$ cat config.mk
export PLATFORM = sky130hd
export DESIGN_NAME = hazard_unit_mc
export DESIGN_NICKNAME = d
export VERILOG_FILES = /design/src/rtl/hazard_pkg.sv /design/src/rtl/mdu_scoreboard.sv /design/src/rtl/hazard_unit_mc.sv
export SDC_FILE = /design/constraint.sdc
export NUM_CORES = 1
export LEC_CHECK = 0
export CORE_UTILIZATION = 40
export CTS_CLUSTER_SIZE = 20
export DETAILED_ROUTE_END_ITERATION = 7
export PLACE_DENSITY = 0.84
export SLEW_MARGIN = 20
export SYNTH_ARGS = -nofsm -noshare
export SYNTH_HDL_FRONTEND = slang
export SYNTH_HIERARCHICAL = 1
export SYNTH_SLANG_ARGS = --single-unit
$ cat constraint.sdc
create_clock -name clk -period 3.2 [get_ports clk]
set_clock_uncertainty 0.2 [all_clocks]
set_input_delay 0.32 -clock clk [delete_from_list [all_inputs] [get_ports clk]]
set_output_delay 0.32 -clock clk [all_outputs]
set_load 0.02 [all_outputs]
$ cat src/rtl/hazard_pkg.sv
// Shared constants and the register-match helper for the MIPS hazard unit.
package hazard_pkg;

  localparam int unsigned REG_AW_MAX = 8;

  localparam logic [1:0] FWD_RF = 2'b00;
  localparam logic [1:0] FWD_W  = 2'b01;
  localparam logic [1:0] FWD_M  = 2'b10;

  localparam logic [REG_AW_MAX-1:0] REG_ZERO = '0;

  // True when a live write to dest targets addr; register 0 never matches.
  function automatic logic reg_match(input logic [REG_AW_MAX-1:0] addr,
                                     input logic [REG_AW_MAX-1:0] dest,
                                     input logic                  we);
    return we && (dest != REG_ZERO) && (dest == addr);
  endfunction

endpackage

$ cat src/rtl/mdu_scoreboard.sv
// Busy scoreboard for the multi-cycle multiply/divide unit: MdBusy is high
// for exactly MDU_LAT cycles after each MdStartE (a reissue reloads).
module mdu_scoreboard #(
  parameter int unsigned MDU_LAT = 4
) (
  input  logic clk,
  input  logic reset,
  input  logic MdStartE,
  output logic MdBusy
);

  localparam int unsigned CW = $clog2(MDU_LAT + 1);

  logic [CW-1:0] md_cnt;
  logic [CW-1:0] md_cnt_next;

  always_comb begin
    md_cnt_next = md_cnt;
    if (MdStartE) begin
      md_cnt_next = CW'(MDU_LAT);
    end else if (md_cnt != '0) begin
      md_cnt_next = md_cnt - CW'(1);
    end
  end

  // Busy flag kept in its own flop so it is a clean registered output.
  always_ff @(posedge clk) begin
    if (reset) begin
      md_cnt <= '0;
      MdBusy <= 1'b0;
    end else begin
      md_cnt <= md_cnt_next;
      MdBusy <= (md_cnt_next != '0);
    end
  end

endmodule

$ cat src/rtl/hazard_unit_mc.sv
// Combined EX/ID forwarding and stall detection for the 5-stage MIPS pipe,
// with optional MDU busy tracking (enabled by HAZARD_MDU_EN).
module hazard_unit_mc
  import hazard_pkg::*;
#(
  parameter int unsigned REG_AW  = 5,
  parameter int unsigned MDU_LAT = 4,
  parameter int unsigned CNT_W   = 16
) (
  input  logic              clk,
  input  logic              reset,
  input  logic [REG_AW-1:0] RsD,
  input  logic [REG_AW-1:0] RtD,
  input  logic [REG_AW-1:0] RsE,
  input  logic [REG_AW-1:0] RtE,
  input  logic [REG_AW-1:0] WriteRegE,
  input  logic [REG_AW-1:0] WriteRegM,
  input  logic [REG_AW-1:0] WriteRegW,
  input  logic              RegWriteE,
  input  logic              RegWriteM,
  input  logic              RegWriteW,
  input  logic              MemtoRegE,
  input  logic              MemtoRegM,
  input  logic              BranchD,
  input  logic              MdStartD,
  input  logic              MdStartE,
  input  logic              MfHiLoD,
  output logic [1:0]        ForwardAE,
  output logic [1:0]        ForwardBE,
  output logic              ForwardAD,
  output logic              ForwardBD,
  output logic              StallF,
  output logic              StallD,
  output logic              FlushE,
  output logic              MdBusy,
  output logic [CNT_W-1:0]  StallCount
);

  logic [REG_AW_MAX-1:0] rs_d, rt_d, rs_e, rt_e, wr_e, wr_m, wr_w;
  logic lwstall, brstall, mdstall, stall;
  logic e_hits_d, m_hits_d;

  assign rs_d = REG_AW_MAX'(RsD);
  assign rt_d = REG_AW_MAX'(RtD);
  assign rs_e = REG_AW_MAX'(RsE);
  assign rt_e = REG_AW_MAX'(RtE);
  assign wr_e = REG_AW_MAX'(WriteRegE);
  assign wr_m = REG_AW_MAX'(WriteRegM);
  assign wr_w = REG_AW_MAX'(WriteRegW);

  // Forwarding selects; M stage wins over W.
  always_comb begin
    ForwardAE = FWD_RF;
    ForwardBE = FWD_RF;
    if (reg_match(rs_e, wr_m, RegWriteM))      ForwardAE = FWD_M;
    else if (reg_match(rs_e, wr_w, RegWriteW)) ForwardAE = FWD_W;
    if (reg_match(rt_e, wr_m, RegWriteM))      ForwardBE = FWD_M;
    else if (reg_match(rt_e, wr_w, RegWriteW)) ForwardBE = FWD_W;
    ForwardAD = reg_match(rs_d, wr_m, RegWriteM);
    ForwardBD = reg_match(rt_d, wr_m, RegWriteM);
  end

  // Load-use and branch-compare hazards.
  always_comb begin
    e_hits_d = reg_match(rs_d, wr_e, RegWriteE) || reg_match(rt_d, wr_e, RegWriteE);
    m_hits_d = reg_match(rs_d, wr_m, MemtoRegM) || reg_match(rt_d, wr_m, MemtoRegM);
    lwstall  = MemtoRegE && e_hits_d;
    brstall  = BranchD && (e_hits_d || m_hits_d);
    stall    = lwstall || brstall || mdstall;
    StallF   = stall;
    StallD   = stall;
    FlushE   = stall;
  end

`ifdef HAZARD_MDU_EN
  mdu_scoreboard #(
    .MDU_LAT (MDU_LAT)
  ) u_mdu (
    .clk      (clk),
    .reset    (reset),
    .MdStartE (MdStartE),
    .MdBusy   (MdBusy)
  );

  assign mdstall = (MfHiLoD || MdStartD) && (MdBusy || MdStartE);
`else
  logic unused_md;

  assign MdBusy    = 1'b0;
  assign mdstall   = 1'b0;
  assign unused_md = &{1'b0, MdStartD, MdStartE, MfHiLoD, MDU_LAT[0]};
`endif

  // Saturating count of stalled cycles.
  always_ff @(posedge clk) begin
    if (reset) begin
      StallCount <= '0;
    end else if (stall && (StallCount != '1)) begin
      StallCount <= StallCount + CNT_W'(1);
    end
  end

endmodule

==> out/qor.csv <==
metric,value,unit
setup_viol,0,
ctsResizeCount,0,
postCtsSetupBuffers,0,
drc,0,
hold_path_class,flip-flop to flip-flop,
wl_per_cell,13.2,um
nets,290,
mostFrequentLayoutCell,clkdlybuf4s50_1,
postSynthAreaPerCell,7.81,um2
numPortBuffers,67,
synth.cell_area,1390,um2
pwr-share-seq,41.2,%
grt_max_degree,22,
die_x,61.0,um
first_pass_iters,4,
whs_path_depth,2,
use_met3,4.48,%
final_cell_mix,"clkdlybuf4s50_1 (67), xor2_1 (31), dfxtp_1 (16), nor2_1 (16), nand2_1 (12)",
io_pins,72,
routed_wl,3800,um
cts_htree_levels,1,
core_area,3340,um2
status,"finished, final reports clean",
synth_area_leaders,"dfxtp_1 (23%), xor2_1 (20%), xnor2_1 (6.3%)",
syn_inst,178,
largestRegisters,StallCount x16,
power_density,231,nW/um2
dieArea,3710,um2
largest_register_ffs,16,
power.switching,0.132,mW
num_rows,21,
clk_pin_slew,0.10,ns
critical_path_arrival,2.49,ns
hold_start,StallCount[2],
clkLatencyLatePin,0.29,ns
cts_num_sinks,16,
min_to,StallCount[2],
finalSetupTns,0,ns
top_usage_layer,met2,
max_cap_violations,0,
yosys_register_bits,16,
reg2reg_from,StallCount[0],
critPathRequiredTime,2.68,ns
grt_pass1_wl,5900,um
swShare,27.2,%
area_delta_synth_final,51.8,%
combinationalPowerShare,31.2,%
fin_util,63.2,%
drv_slew,0,
synth_top_area_cell,dfxtp_1,
r2r_end,StallCount[13],
synth-seq-area-share,23.0,%
tightest_slew,0.728,ns
startpoint_type,input port,
start_util,41.7,%
antenna_found_initial,0,
finalHoldViolCount,0,
ir_worst_vdd,213,uV
grtUsageTotal,21.1,%
detail_route.iter0.violations,33,
ff2ff_path_depth,9,
place.gp.congestion,0.865,
fp.dieH,61.0,um
ys_warn_count,6,
post_synth_num_cell_types,34,
tritoncts,yes,
syn_nets,225,
postRouteAntennaNets,0,
num_vias,1469,
synth_top_area_share,23.0,%
reg2reg_slack,0.67,ns
max_freq,0.333,GHz
fin_crit_sh,94.0,%
antenna_cells,0,
crit_type,input port to output pin,
drive_gt1_share,7.85,%
dpl.hpwl,3040,um
cts-buffers-inserted,3,
internal-power,0.355,mW
regMostFlops,StallCount,
grtUsageMet1,25.6,%
cp-end-kind,output pin,
grt_overflow,0,
slew_headroom,51.3,%
root_buffer,clkbuf_4,
power.leakage,0.737,nW
met2_usage,37.8,%
path_max_fanout,3,
layout_min_cycle_time,3.01,ns
timing.hold.ws,0.306,ns
grt_pass1_vias,1301,
cts_hold_buf,0,
grt_setup_unrepaired,false,
pwr-share-clk,27.6,%
vias_per_cell,5.10,
cts_max_path_buffers,2,
## layout make-up
type | count | area (um2)
multi-input cells | 150 | 987
repair buffers | 72 | 708
fillers | 305 | 1230
clock buffers | 4 | 36.3
flip-flops and latches | 16 | 320
well taps | 46 | 57.6
## through the flow
stage | worst slack, ns | total power [mW] | area, um2 | cells
after floorplan | 0.807 | 0.279 | 1390 | 178
after global placement | 0.226 | 0.355 | 2070 | 284
after detailed placement | 0.189 | 0.357 | 2070 | 284
after CTS | 0.189 | 0.489 | 2110 | 288
after global routing | 0.0146 | 0.512 | 2110 | 288
final | 0.193 | 0.487 | 2110 | 288
## worst max-delay path, cell delays in order
cell	delay, ns
clkdlybuf4s50_1	0.55
or4_1	0.13
o21ai_0	0.09
or4_1	0.55
nor4_1	0.18
clkdlybuf4s50_1	0.66
## kinds of logic after synthesis
kind of cell               Yosys count  share of synthesized area, %
xor gates and xnor gates            41                          25.8
muxes                                4                          3.15
and+or+nand+nor                     78                          29.9
DFF                                 16                          23.0
other                                1                         0.270
buffers and inverters               12                          5.94
AOI/OAI and AO/OA                   25                          11.0
adders and majority gates            1                         0.900
## layer usage
metal | wire [um] | vias to the layer above | share of wire (%)
met5 | 0 | - | 0
met4 | 41 | 0 | 1.1
met3 | 158 | 4 | 4.2
met2 | 1930 | 44 | 51
met1 | 1660 | 669 | 44
li1 | - | 752 | -
## synth_stat cells
cell and instances:
a21o_1 1, o31ai_1 1, ha_1 1, o21ai_0 10, a21oi_1 8, mux2i_1 1
o21ba_2 1, or2_2 3, nand3_2 1, or3_1 3, nor3_1 8, or4_1 7
nor2_1 16, clkbuf_1 3, and3_1 2, conb_1 1, nor4_1 5, nor3_2 1
nand2_1 12, xor2_1 31, nand3_1 9, buf_2 3, nor2b_1 5, buf_4 3
buf_6 3, nand4_1 5, and4_1 1, mux2_2 3, dfxtp_1 16, o221ai_1 1
a211oi_2 1, a22oi_1 1, xnor2_1 10, o31a_1 1
## power groups by stage
stage          clock (mW)  sequential [mW]  combinational [mW]
2_1_floorplan           0            0.206              0.0730
5_1_grt             0.147            0.201               0.164
3_5_place_dp            0            0.205               0.152
4_1_cts             0.135            0.201               0.153
3_3_place_gp            0            0.205               0.150
6_report            0.135            0.201               0.152
## how the worst max path moves through the flow
stage,startpoint,endpoint,cells after the start
final,WriteRegW[1],ForwardAE[0],6
after global routing,WriteRegM[4],StallF,7
after CTS,WriteRegM[4],StallD,7
after detailed placement,WriteRegM[4],StallD,7
after global placement,WriteRegM[0],StallF,7
after floorplan,WriteRegM[4],ForwardAE[0],6
Note: power is estimated with default switching activity, not from simulation.
